<file path="config.mk">
export PLATFORM = sky130hd
export DESIGN_NAME = vector_coalesce
export DESIGN_NICKNAME = d
export VERILOG_FILES = /design/src/rtl/vector_coalesce.sv
export SDC_FILE = /design/constraint.sdc
export NUM_CORES = 1
export LEC_CHECK = 0
export ABC_AREA = 1
export BUFFER_PORTS_ARGS = -buffer_cell sky130_fd_sc_hd__buf_2
export CORE_MARGIN = 4
export CORE_UTILIZATION = 35
export CTS_CLUSTER_DIAMETER = 40
export CTS_CLUSTER_SIZE = 30
export DETAILED_ROUTE_END_ITERATION = 8
export SETUP_SLACK_MARGIN = 0.05
export SLEW_MARGIN = 25
export SYNTH_ARGS = -nofsm -noshare
export SYNTH_HDL_FRONTEND = slang
export SYNTH_SLANG_ARGS = --single-unit
</file>
<file path="constraint.sdc">
create_clock -name clk -period 21.7 [get_ports clk]
set_input_delay 4.34 -clock clk [delete_from_list [all_inputs] [get_ports clk]]
set_output_delay 4.34 -clock clk [all_outputs]
set_load 0.02 [all_outputs]
</file>
<file path="src/rtl/vector_coalesce.sv">
// vector_coalesce: gathers 4-lane execute beats into one 256-bit vector record
// (16 x 16-bit elements, element 0 in the top bits) and passes scalars through.
// Emits one registered writeback pulse per instruction; flush drops in-flight work.
// Optional build macro VECTOR_COALESCE_VDOT_REDUCE_EN: the VDOT_OPCODE vector op
// reduces its unmasked lanes into a 16-bit scalar sum instead of a vector.
module vector_coalesce #(
  parameter int unsigned LANES = 4,
  parameter int unsigned ELEMS = 16,
  parameter int unsigned EW    = 16
`ifdef VECTOR_COALESCE_VDOT_REDUCE_EN
  , parameter logic [3:0] VDOT_OPCODE = 4'hE
`endif
) (
  input  logic                clk,
  input  logic                rst,
  input  logic                flush,
  input  logic                in_valid,
  input  logic [15:0]         in_pc,
  input  logic [15:0]         in_ins,
  input  logic [4:0]          in_vlen,
  input  logic [EW-1:0]       in_lane0,
  input  logic [EW-1:0]       in_lane1,
  input  logic [EW-1:0]       in_lane2,
  input  logic [EW-1:0]       in_lane3,
  output logic                out_valid,
  output logic [15:0]         out_pc,
  output logic [15:0]         out_ins,
  output logic                out_is_vector,
  output logic [3:0]          out_rt,
  output logic [EW-1:0]       out_sdata,
  output logic [ELEMS*EW-1:0] out_vdata,
  output logic [4:0]          out_vlen,
  output logic                busy,
  output logic                err
);

  localparam int unsigned VW = ELEMS * EW;

  typedef enum logic {IDLE, COLLECT} state_t;

  state_t          state, state_d;
  logic [1:0]      cnt, cnt_d, last, last_d, beat_idx;
  logic [15:0]     lat_pc, lat_pc_d, lat_ins, lat_ins_d;
  logic [4:0]      lat_vlen, lat_vlen_d, vlen_sat;
  logic [VW-1:0]   vec, vec_d, vec_masked;
  logic            start;
  logic [EW-1:0]   lanes [LANES];

  logic            out_valid_d, out_is_vector_d, busy_d, err_d;
  logic [15:0]     out_pc_d, out_ins_d;
  logic [3:0]      out_rt_d;
  logic [EW-1:0]   out_sdata_d;
  logic [VW-1:0]   out_vdata_d;
  logic [4:0]      out_vlen_d;

`ifdef VECTOR_COALESCE_VDOT_REDUCE_EN
  logic [EW-1:0]   acc, acc_d;
`endif

  assign lanes[0] = in_lane0;
  assign lanes[1] = in_lane1;
  assign lanes[2] = in_lane2;
  assign lanes[3] = in_lane3;

  // Saturate the incoming length to ELEMS
  assign vlen_sat = (in_vlen > 5'(ELEMS)) ? 5'(ELEMS) : in_vlen;

  // State, collection datapath and registered outputs
  always_ff @(posedge clk or posedge rst) begin
    if (rst) begin
      state         <= IDLE;
      cnt           <= '0;
      last          <= '0;
      lat_pc        <= '0;
      lat_ins       <= '0;
      lat_vlen      <= '0;
      vec           <= '0;
      out_valid     <= 1'b0;
      out_pc        <= '0;
      out_ins       <= '0;
      out_is_vector <= 1'b0;
      out_rt        <= '0;
      out_sdata     <= '0;
      out_vdata     <= '0;
      out_vlen      <= '0;
      busy          <= 1'b0;
      err           <= 1'b0;
`ifdef VECTOR_COALESCE_VDOT_REDUCE_EN
      acc           <= '0;
`endif
    end else begin
      state         <= state_d;
      cnt           <= cnt_d;
      last          <= last_d;
      lat_pc        <= lat_pc_d;
      lat_ins       <= lat_ins_d;
      lat_vlen      <= lat_vlen_d;
      vec           <= vec_d;
      out_valid     <= out_valid_d;
      out_pc        <= out_pc_d;
      out_ins       <= out_ins_d;
      out_is_vector <= out_is_vector_d;
      out_rt        <= out_rt_d;
      out_sdata     <= out_sdata_d;
      out_vdata     <= out_vdata_d;
      out_vlen      <= out_vlen_d;
      busy          <= busy_d;
      err           <= err_d;
`ifdef VECTOR_COALESCE_VDOT_REDUCE_EN
      acc           <= acc_d;
`endif
    end
  end

  // Next-state, beat placement, masking and record formation
  always_comb begin
    state_d         = state;
    cnt_d           = cnt;
    last_d          = last;
    lat_pc_d        = lat_pc;
    lat_ins_d       = lat_ins;
    lat_vlen_d      = lat_vlen;
    vec_d           = vec;
    vec_masked      = '0;
    start           = 1'b0;
    beat_idx        = cnt;
    out_valid_d     = 1'b0;
    out_pc_d        = out_pc;
    out_ins_d       = out_ins;
    out_is_vector_d = out_is_vector;
    out_rt_d        = out_rt;
    out_sdata_d     = out_sdata;
    out_vdata_d     = out_vdata;
    out_vlen_d      = out_vlen;
    err_d           = 1'b0;
    busy_d          = 1'b0;
`ifdef VECTOR_COALESCE_VDOT_REDUCE_EN
    acc_d           = acc;
`endif

    if (flush) begin
      // Flush wins: drop the partial vector and the in-cycle beat
      state_d = IDLE;
      cnt_d   = '0;
`ifdef VECTOR_COALESCE_VDOT_REDUCE_EN
      acc_d   = '0;
`endif
    end else if (in_valid) begin
      // A beat with a foreign pc while collecting abandons the partial vector
      err_d = (state == COLLECT) && (in_pc != lat_pc);
      start = (state == IDLE) || (in_pc != lat_pc);

      if (start && !in_ins[15]) begin
        out_valid_d     = 1'b1;
        out_pc_d        = in_pc;
        out_ins_d       = in_ins;
        out_is_vector_d = 1'b0;
        out_rt_d        = in_ins[3:0];
        out_sdata_d     = in_lane0;
        out_vdata_d     = '0;
        out_vlen_d      = '0;
        state_d         = IDLE;
        cnt_d           = '0;
      end else begin
        if (start) begin
          lat_pc_d   = in_pc;
          lat_ins_d  = in_ins;
          lat_vlen_d = vlen_sat;
          last_d     = (vlen_sat == 5'd0) ? 2'd0 : 2'((vlen_sat - 5'd1) >> 2);
          beat_idx   = 2'd0;
          vec_d      = '0;
`ifdef VECTOR_COALESCE_VDOT_REDUCE_EN
          acc_d      = '0;
`endif
        end

        // Place this beat's lanes into elements 4b..4b+3
        for (int e = 0; e < int'(ELEMS); e++) begin
          if ((e / int'(LANES)) == int'(beat_idx))
            vec_d[VW-1-EW*e -: EW] = lanes[e % int'(LANES)];
        end

`ifdef VECTOR_COALESCE_VDOT_REDUCE_EN
        // Running dot-product sum over unmasked lanes, modulo 2^EW
        if (lat_ins_d[15:12] == VDOT_OPCODE) begin
          for (int i = 0; i < int'(LANES); i++) begin
            if (int'(LANES) * int'(beat_idx) + i < int'(lat_vlen_d))
              acc_d = acc_d + lanes[i];
          end
        end
`endif

        // Elements at or beyond vlen read as zero
        for (int e = 0; e < int'(ELEMS); e++) begin
          if (e < int'(lat_vlen_d))
            vec_masked[VW-1-EW*e -: EW] = vec_d[VW-1-EW*e -: EW];
        end

        if (beat_idx == last_d) begin
          out_valid_d     = 1'b1;
          out_pc_d        = lat_pc_d;
          out_ins_d       = lat_ins_d;
          out_is_vector_d = 1'b1;
          out_rt_d        = lat_ins_d[3:0];
          out_sdata_d     = '0;
          out_vdata_d     = vec_masked;
          out_vlen_d      = lat_vlen_d;
`ifdef VECTOR_COALESCE_VDOT_REDUCE_EN
          if (lat_ins_d[15:12] == VDOT_OPCODE) begin
            out_is_vector_d = 1'b0;
            out_sdata_d     = acc_d;
            out_vdata_d     = '0;
          end
`endif
          state_d = IDLE;
          cnt_d   = '0;
        end else begin
          state_d = COLLECT;
          cnt_d   = beat_idx + 2'd1;
        end
      end
    end

    busy_d = (state_d == COLLECT);
  end

endmodule

</file>
==> impl_metrics.toml <==
[timing]
rsz0062_at_grt = "no"
slew_headroom_pct = 30.5
tightest_slew_ns = 1.04
setup-tns-final_ns = 0
finalSetupViolations = 0
slew_violations = 0
layout_min_cycle_time_ns = 8.85
final_hold_viol_count = 0
finClkSkew_ns = 0.0288
whs_ns = 0.463
fmax_ghz = 0.113
fin_crit_sh_pct = 40.8

[worst_setup_path]
cp-start-kind = "input port"
r2r_start = "lat_pc[2]$_DFFE_PP0P_"
r2r-end = "out_vdata[191]$_DFFE_PP0P_"
worst_ep_arrival_time_ns = 9.42
crit_buf_inv = 5
crit_chain = "buf_2, inv_1, nand2_1, nand2_1, nor2_1, nand2_1, nor2_4, nand3_4, buf_4, inv_6, nand2_1, nand3_1, nand2_2, nand2_4, nand2_1, nand2_4, buf_4, nand2_1, nand2_1"
path_common_cell = "nand2_1"
crit_path_end_kind = "flop"
r2r.worst_path.cells = 18
critPathLaunch = "in_pc[3]"
cp_top_family = "simple AND/OR/NAND/NOR gates"
criticalPathCategory = "input port to flop"
critPathMaxStageDelay_ns = 0.77
r2r_slack_ns = 16.30
crit_fanout = 78
cpMaxStageDelayCell = "buf_4"
cp.required_ns = 22.27

[synthesis]
synthTopCellsByCount = "1589 x nand2_1, 610 x dfrtp_1, 354 x o21ai_0"
synth_top_area_share_pct = 55.7
syn-cell-area_sq_um = 27400
synth_area_leaders = "dfrtp_1 56%, nand2_1 22%, o21ai_0 6.5%"
syn_area_per_cell_sq_um = 7.94
synth_most_common_cell = "nand2_1"
yosys.area.top_type = "dfrtp_1"
synth_cells = 3452
ys.flop_type = "dfrtp_1"
synth_edf_count = 0
synth.net_count = 3561
yosysUniqueCellTypes = 34
yosys_warnings = 0
async_flop_share_pct = 100
ys_seq_area_share_pct = 55.7
ys_ff_latch = 610

[power_and_ir_drop]
net-switching-power_uw = 836
irDropWorstVdd_mv = 0.0618
p_int_mw = 2.31
clkPwrFrac_pct = 54.6
p_comb_share_pct = 6.7
powerDensity_nw_per_um2 = 92.9
switching_share_pct = 26.5
seq_power_share_pct = 38.7
p_leak_nw = 18.6

[floorplanning]
ios = 422
initial_utilization_pct = 35.4
die_h_um = 288
coreArea_sq_um = 77500
fp-row-count = 102
die-area_sq_um = 82800
die_x_um = 288

[final_layout]
design_area_sq_um = 33900
syn_to_final_growth_pct = 23.7
regArea_sq_um = 15300
nets = 3891
postLayoutCoreUtil_pct = 43.8
multiInputGateArea_sq_um = 10400
fill_cells = 7790
drive_above_1_share_pct = 17.7

[status]
status = "complete, no violations"

[global_routing]
antenna_found_initial = 9
grt_usage_pct = 20.7
grt_pass1_vias = 23500
grt_max_degree = 171
grt-ovfl-total = 0
grt_pass1_wl_um = 137000

[route]
num_vias = 24300
dr.pass1.iters = 6
route.detailed.drc = 0
ant_nets = 0
routed.top_layer = "met5"
wirelength_um = 86900
viasPerCell = 4.93
wl_per_cell_um = 17.7
wl_met2_um = 40200
wl_met3_um = 5080
wl_met1_um = 39000
first_iter_violations = 2107

[worst_hold_path]
hold_path.class = "flop to flop"
holdPathEnd = "out_sdata[2]$_DFFE_PP0P_"
hold_depth = 2
hold_path_startpoint = "out_sdata[2]$_DFFE_PP0P_"

[clock_tree]
cts_hold_buf = 0
tritoncts = "done"
numCtsBuffers = 103
max-clock-path-buffers = 3
clkTransAtPathRegs_ns = 0.06
postCtsSetupBuffers = 0
cts-root-buf = "clkbuf_16"
insertion_delay_ns = 0.66
cts_resized = 0
clkSinkCount = 610
htreeDepth = 3

[placed_design]
port_buffers = 421
dp_hpwl_um = 55000
gp_congestion = 0.800
dpl_cell_area_sq_um = 30100

[job]
maxCapViolations = 0
## state kept, by name (all words and copies together), names as in the netlist
signal / cells
out_vdata: 256
vec: 256
lat_ins: 16
lat_pc: 16
out_ins: 16
out_pc: 16
out_sdata: 16
lat_vlen: 5
out_vlen: 5
cnt: 2
last: 2
err: 1
out_is_vector: 1
out_valid: 1
state: 1
## per-layer routing
layer  global-route usage [%]  vias up
met5                        0        -
met4                     7.22        6
met3                     3.59      154
met2                     32.7      722
met1                     28.9    11800
li1                         -    11600
## cell usage in the layout, fill, tap and decap left out, types with 5 or more instances in the layout
cell type   instances
clkinv_4           10
diode_2             8
buf_4              21
nand4_1             8
nor2_4             13
nand2_2             5
clkinvlp_4         19
o21bai_1           18
dfrtp_1           610
nand2_1          1588
inv_8              13
nand3_1           311
inv_6              22
o21ai_0           354
nor2_1             64
bufinv_16          12
clkinv_2            5
o211ai_1           33
inv_1             179
clkbuf_16         104
buf_2             421
## worst register-to-register path, delay by kind of cell, from the launching register on
kind | cells | cell delay, ns
DFF | 1 | 0.35
and+or+nand+nor | 14 | 3.11
buffers and inverters | 4 | 1.86
## power by group through the flow
| stage | logic (mW) | clock network [mW] | registers, mW |
|---|---|---|---|
| global placement | 0.211 | 0 | 1.24 |
| detailed placement | 0.214 | 0 | 1.24 |
| floorplan | 0.112 | 0 | 1.26 |
| global route | 0.237 | 1.81 | 1.22 |
| CTS | 0.215 | 1.75 | 1.22 |
| finish | 0.212 | 1.72 | 1.22 |
## area by class of cell
cell class | instances | area share [%]
timing repair buffer | 450 | 7.15
inverter | 190 | 2.19
antenna | 8 | 0.0591
tap | 1040 | 3.84
sequential | 610 | 45.0
clock inverter | 84 | 3.06
multi-input combinational | 2427 | 30.8
clock buffer | 110 | 7.86
## through the flow
stage | setup slack [ns] | total power [mW] | cells
2_1_floorplan | 0.282 | 1.37 | 3452
3_3_place_gp | 12.06 | 1.45 | 4713
3_5_place_dp | 11.97 | 1.45 | 4715
4_1_cts | 12.65 | 3.18 | 4909
5_1_grt | 12.38 | 3.27 | 4913
6_report | 12.85 | 3.15 | 4919
## worst max path at each step
stage	to	slack (ns)	cells after the start
6_report	out_vdata[191]$_DFFE_PP0P_	12.85	19
5_1_grt	out_vdata[53]$_DFFE_PP0P_	12.38	19
4_1_cts	out_vdata[41]$_DFFE_PP0P_	12.65	19
3_5_place_dp	out_vdata[171]$_DFFE_PP0P_	11.97	19
3_3_place_gp	out_vdata[160]$_DFFE_PP0P_	12.06	19
2_1_floorplan	cnt[0]$_DFFE_PP0P_	0.28	1
## cells by family after synthesis
kind of cell	synth area share, %
xor gates and xnor gates	0.0639
adders and majority gates	0.183
buffers and inverters	6.33
and+or+nand+nor	29.5
AOI/OAI and AO/OA	8.23
DFF	55.7
(Power assumes the default switching activity.)
